$ cat config.mk
export PLATFORM = sky130hd
export DESIGN_NAME = sat_addsub_pipe
export DESIGN_NICKNAME = d
export VERILOG_FILES = /design/src/rtl/sat_addsub_pipe_pkg.sv /design/src/rtl/sat_addsub_core.sv /design/src/rtl/sat_addsub_pipe.sv
export SDC_FILE = /design/constraint.sdc
export NUM_CORES = 1
export LEC_CHECK = 0
export ABC_AREA = 1
export CORE_UTILIZATION = 52
export CTS_CLUSTER_SIZE = 25
export DETAILED_ROUTE_END_ITERATION = 8
export GPL_TIMING_DRIVEN = 1
export MAX_ROUTING_LAYER = met4
export PLACE_DENSITY = 0.76
export RECOVER_POWER = 50
export SLEW_MARGIN = 20
export SYNTH_ARGS = -nofsm -noshare
export SYNTH_HDL_FRONTEND = slang
export SYNTH_SLANG_ARGS = --single-unit
$ cat constraint.sdc
create_clock -name clk -period 3.85 [get_ports clk]
set_input_delay 1.155 -clock clk [delete_from_list [all_inputs] [get_ports clk]]
set_output_delay 1.155 -clock clk [all_outputs]
set_load 0.02 [all_outputs]
$ cat src/rtl/sat_addsub_pipe_pkg.sv
// Shared op encodings and saturation-limit helpers for the saturating add/sub datapath.
package sat_addsub_pipe_pkg;

   localparam int unsigned OP_W  = 2;
   localparam int unsigned LIM_W = 64;

   typedef logic [OP_W-1:0] op_t;

   localparam op_t OP_ADD     = 2'b00;
   localparam op_t OP_SUB     = 2'b01;
   localparam op_t OP_ACC_ADD = 2'b10;
   localparam op_t OP_ACC_SUB = 2'b11;

   // Limits are built in a wide word; callers truncate to their width.
   function automatic logic [LIM_W-1:0] sat_max(input int unsigned w);
      return (LIM_W'(1) << (w - 1)) - LIM_W'(1);
   endfunction

   function automatic logic [LIM_W-1:0] sat_min(input int unsigned w);
      return ~sat_max(w);
   endfunction

endpackage

$ cat src/rtl/sat_addsub_core.sv
// Combinational signed saturating add/subtract: result = sat(x +/- y).
module sat_addsub_core
   import sat_addsub_pipe_pkg::*;
#(
   parameter int unsigned WIDTH = 16
) (
   input  logic [WIDTH-1:0] x,
   input  logic [WIDTH-1:0] y,
   input  logic             sub,
   output logic [WIDTH-1:0] result,
   output logic             sat
);

   localparam logic [WIDTH-1:0] MAX_V = WIDTH'(sat_max(WIDTH));
   localparam logic [WIDTH-1:0] MIN_V = WIDTH'(sat_min(WIDTH));

   logic [WIDTH:0] xe;
   logic [WIDTH:0] ye;
   logic [WIDTH:0] raw;

   assign xe = {x[WIDTH-1], x};
   assign ye = {y[WIDTH-1], y};

   // One guard bit: overflow shows as disagreement between the top two bits.
   always_comb begin
      result = '0;
      sat    = 1'b0;
      raw    = sub ? (xe - ye) : (xe + ye);
      result = raw[WIDTH-1:0];
      if (raw[WIDTH] != raw[WIDTH-1]) begin
         sat    = 1'b1;
         result = raw[WIDTH] ? MIN_V : MAX_V;
      end
   end

endmodule

$ cat src/rtl/sat_addsub_pipe.sv
// Two-stage pipelined signed saturating add/sub unit with accumulator and valid/ready handshake.
// Optional sticky saturation flag enabled by defining SAT_STICKY_EN.
module sat_addsub_pipe
   import sat_addsub_pipe_pkg::*;
#(
   parameter int unsigned WIDTH = 16
) (
   input  logic             clk,
   input  logic             reset,
   input  logic             in_valid,
   output logic             in_ready,
   input  logic [OP_W-1:0]  op,
   input  logic [WIDTH-1:0] a,
   input  logic [WIDTH-1:0] b,
   input  logic             acc_clr,
   output logic             out_valid,
   input  logic             out_ready,
   output logic [WIDTH-1:0] result,
`ifdef SAT_STICKY_EN
   output logic             sat_sticky,
   input  logic             sticky_clr,
`endif
   output logic             sat
);

   logic             s1_valid;
   op_t              s1_op;
   logic [WIDTH-1:0] s1_a;
   logic [WIDTH-1:0] s1_b;
   logic [WIDTH-1:0] acc;

   logic             s2_adv;
   logic             s1_adv;
   logic             s2_load;
   logic             acc_mode;
   logic [WIDTH-1:0] core_x;
   logic [WIDTH-1:0] core_y;
   logic [WIDTH-1:0] core_result;
   logic             core_sat;

   assign s2_adv   = !out_valid || out_ready;
   assign s1_adv   = !s1_valid || s2_adv;
   assign in_ready = s1_adv;
   assign s2_load  = s1_valid && s2_adv;

   // Accumulate ops use acc as the left operand and a as the right one.
   assign acc_mode = s1_op[1];
   assign core_x   = acc_mode ? acc  : s1_a;
   assign core_y   = acc_mode ? s1_a : s1_b;

   sat_addsub_core #(
      .WIDTH (WIDTH)
   ) u_core (
      .x      (core_x),
      .y      (core_y),
      .sub    (s1_op[0]),
      .result (core_result),
      .sat    (core_sat)
   );

   // Stage 1: operand capture.
   always_ff @(posedge clk or posedge reset) begin
      if (reset) begin
         s1_valid <= 1'b0;
         s1_op    <= OP_ADD;
         s1_a     <= '0;
         s1_b     <= '0;
      end else if (s1_adv) begin
         s1_valid <= in_valid;
         if (in_valid) begin
            s1_op <= op;
            s1_a  <= a;
            s1_b  <= b;
         end
      end
   end

   // Stage 2: result register, held while the consumer stalls.
   always_ff @(posedge clk or posedge reset) begin
      if (reset) begin
         out_valid <= 1'b0;
         result    <= '0;
         sat       <= 1'b0;
      end else if (s2_adv) begin
         out_valid <= s1_valid;
         if (s1_valid) begin
            result <= core_result;
            sat    <= core_sat;
         end
      end
   end

   // Clear wins over a coincident accumulate load; the result still used the old acc.
   always_ff @(posedge clk or posedge reset) begin
      if (reset) begin
         acc <= '0;
      end else if (acc_clr) begin
         acc <= '0;
      end else if (s2_load && acc_mode) begin
         acc <= core_result;
      end
   end

`ifdef SAT_STICKY_EN
   // A new saturation takes priority over a same-cycle clear.
   always_ff @(posedge clk or posedge reset) begin
      if (reset) begin
         sat_sticky <= 1'b0;
      end else if (s2_load && core_sat) begin
         sat_sticky <= 1'b1;
      end else if (sticky_clr) begin
         sat_sticky <= 1'b0;
      end
   end
`endif

endmodule
==> impl_metrics.sql, run 1 <==
INSERT INTO impl_metrics (metric_group, metric, value, unit) VALUES
('layout', 'seqCellArea', '0.00173', 'mm^2'),
('critical_path', 'regToRegSetupSlack', '0.27', 'ns'),
('routing', 'final_routed_wire_length_divided_by_cell_count', '13.7', 'um'),
('pwr', 'power-per-cell-area', '806', 'mW/mm^2'),
('sta', 'max_clock_freq', '0.273', 'GHz'),
('placed_design', 'post-place-ws', '0.198', 'ns'),
('logic_synthesis', 'ys_dominant_reg_cell', 'dfrtp_1', ''),
('logic_synthesis', 'synth_top_cells_by_count', 'nand2_1, dfrtp_1, nor2_1', ''),
('sta', 'setup_ws', '0.193', 'ns'),
('layout', 'nets_finish', '686', ''),
('critical_path', 'cp_cell_sequence', 'clkdlybuf4s50_1 > inv_1 > nand3_1 > clkdlybuf4s50_1', ''),
('layout', 'count_of_antenna_diodes_in_the_layout', '0', ''),
('logic_synthesis', 'synth_edf_count', '0', ''),
('critical_path', 'cp-endpoint', 'in_ready', ''),
('placed_design', 'dpl.cell_count', '717', ''),
('sta', 'timing.clock.skew', '0.00864', 'ns'),
('routing', 'vias_per_cell', '5.24', ''),
('clock_tree', 'path_clk_slew', '0.08', 'ns'),
('critical_path', 'reg2regPathDepth', '22', ''),
('critical_path', 'critical_path.reg2reg.endpoint', 'acc[2]', ''),
('pwr', 'ir_drop', '0.000287', 'V'),
('layout', 'multiInputGateArea', '0.00251', 'mm^2'),
('sta', 'rsz0062_at_grt', 'yes', ''),
('floorplan', 'die_span_x', '93.8', 'um'),
('clock_tree', 'clock_latency', '0.35', 'ns'),
('logic_synthesis', 'main_combinational_cell_family_by_area_after_synthesis', 'simple AND/OR/NAND/NOR gates', ''),
('logic_synthesis', 'synth_area_per_cell', '7.74', 'um^2'),
('clock_tree', 'clock-root-buffer', 'clkbuf_8', ''),
('logic_synthesis', 'synthMostInstantiatedCell', 'nand2_1', ''),
('logic_synthesis', 'syn_area', '0.00438', 'mm^2'),
('critical_path', 'crit_path_max_incr_delay', '0.65', 'ns'),
('logic_synthesis', 'postSynth.asyncResetShare', '100', '%'),
('pwr', 'internal-power', '2.26', 'mW'),
('logic_synthesis', 'post_synthesis_net_count', '623', ''),
('sta', 'timing_worst_slew_pin_value', '1.17', 'ns'),
('pwr', 'p_clk_share', '14.4', '%'),
('floorplan', 'dieHeight', '93.8', 'um'),
('global_route', 'grt.total_usage', '24.8', '%'),
('global_route', 'grt_remaining_overflow', '0', ''),
('routing', 'drt_pre_antenna_iters', '5', ''),
('sta', 'maxSlewHeadroom', '21.6', '%'),
('floorplan', 'pin_count', '58', ''),
('sta', 'post-route-min-period', '3.66', 'ns'),
('critical_path', 'crit_path_max_fanout', '3', ''),
('floorplan', 'starting_density_of_the_core', '53.6', '%'),
('placed_design', 'place_hpwl', '7490', 'um'),
('critical_path', 'sort_of_element_at_the_start_of_the_critical_path', 'input port', ''),
('critical_path', 'cp_slowest_cell', 'clkdlybuf4s50_1', ''),
('pwr', 'p_switching', '2.05', 'mW'),
('sta', 'post-route-period-util', '95.0', '%'),
('logic_synthesis', 'post_synthesis_xor_xnor_area_fraction', '5.57', '%'),
('layout', 'finalInstanceArea', '0.00535', 'mm^2'),
('logic_synthesis', 'netlist-cell-type-count', '39', ''),
('floorplan', 'std_cell_rows', '33', ''),
('sta', 'timing.final.setup_violations', '0', ''),
('floorplan', 'coreArea', '0.00818', 'mm^2'),
('routing', 'topRoutingLayerUsed', 'met4', ''),
('pwr', 'p_sw_share', '47.6', '%'),
('layout', 'num-fill-cells', '703', ''),
('critical_path', 'timing.critical_path.mode_cell', 'clkdlybuf4s50_1', ''),
('layout', 'post_route_cells_drive_above_1_share', '14.7', '%'),
('global_route', 'grt_start_max_net_pins', '44', ''),
('logic_synthesis', 'postSynthRegisterBits', '69', ''),
('logic_synthesis', 'synth-seq-area-share', '39.4', '%'),
('critical_path', 'r2r-start', 's1_op[1]', ''),
('critical_path', 'worst-endpoint-required', '2.69', 'ns'),
('critical_path', 'cp.arrival', '2.50', 'ns'),
('worst_hold_path', 'hold_path_depth', '2', ''),
('clock_tree', 'holdBufCountCts', '0', ''),
('routing', 'detailroute.wirelength.met2', '4710', 'um'),
('status', 'run_status', 'complete, no violations', '');
-- how the worst min path moves through the flow --
| stage | slack, ns | start | endpoint |
|---|---|---|---|
| finish | 0.47 | result[13] | result[13] |
| floorplan | 0.45 | acc[0] | acc[0] |
| global placement | 0.46 | sat | sat |
| global route | 0.49 | result[11] | result[11] |
| detailed placement | 0.47 | result[13] | result[13] |
| CTS | 0.49 | result[13] | result[13] |
-- metrics by stage --
stage	power (mW)	TNS (ns)
after floorplan	2.93	0
after global placement	3.45	0
after detailed placement	3.50	0
after CTS	4.14	0
after global routing	4.70	-1.13
final	4.31	0
-- sequential cells by signal (all words and copies together) (netlist names) --
signal / flops
s1_op: 2
s1_valid: 1
result: 16
out_valid: 1
s1_a: 16
s1_b: 16
sat: 1
acc: 16
-- cells by family after synthesis --
family	Yosys count
buffers and inverters	49
xor gates and xnor gates	27
DFF	69
muxes	18
AOI/OAI and AO/OA	71
adders and majority gates	18
and+or+nand+nor	314
-- layer usage --
metal  GRT usage (%)  vias to the layer above
met5               -                        -
met4            6.92                        0
met3            5.42                       17
met2            37.3                      128
met1            33.9                     1795
li1                -                     1932
-- area by class of cell --
| class | count | share of cell area, % |
|---|---|---|
| Sequential cell | 69 | 32.3 |
| Clock inverter | 5 | 1.10 |
| Tap cell | 105 | 2.45 |
| Timing Repair Buffer | 69 | 12.4 |
| Clock buffer | 11 | 2.83 |
| Inverter | 30 | 2.10 |
| Multi-Input combinational cell | 450 | 46.9 |
-- worst max-delay path: cells and delay by family --
family / cells / cell delay [ns]
buf+inv: 3 / 1.16
simple gates: 1 / 0.19
-- timing repair --
item / CTS / global route
setup buffers: 0 / 4
endpoints found under the setup margin: 0 / 31
gates resized for setup: 0 / 14
-- cells in the final DEF (no fill, tap or decap), types with 13 or more instances in the layout --
cell | netlist | routed
nor2_1 | 42 | 40
dfrtp_1 | 69 | 69
nand2_2 | 17 | 21
nand3_1 | 13 | 13
clkdlybuf4s50_1 | 0 | 48
ha_1 | 17 | 17
o21ai_0 | 25 | 25
mux2_2 | 17 | 17
inv_1 | 25 | 25
nand2_1 | 220 | 215
xor2_1 | 17 | 17
a21oi_1 | 31 | 31
-- power groups by stage --
| stage | logic (mW) | clock network (mW) | registers, mW |
|---|---|---|---|
| 6_report | 2.61 | 0.621 | 1.08 |
| 5_1_grt | 2.92 | 0.671 | 1.10 |
| 4_1_cts | 2.44 | 0.627 | 1.08 |
| 3_5_place_dp | 2.42 | 0 | 1.09 |
| 3_3_place_gp | 2.37 | 0 | 1.08 |
| 2_1_floorplan | 1.77 | 0 | 1.17 |
Note: power is estimated with default switching activity, not from simulation.
==> run 2, diff against run 1 <==
--- a/config.mk
+++ b/config.mk
@@ -7,7 +7,7 @@
 export LEC_CHECK = 0
 export ABC_AREA = 1
 export CORE_UTILIZATION = 52
-export CTS_CLUSTER_SIZE = 25
+export CTS_CLUSTER_SIZE = 14
 export DETAILED_ROUTE_END_ITERATION = 8
 export GPL_TIMING_DRIVEN = 1
 export MAX_ROUTING_LAYER = met4
==> results of run 2 <==
Same layout as run 1: the final DEF is identical, and so are final timing and power.
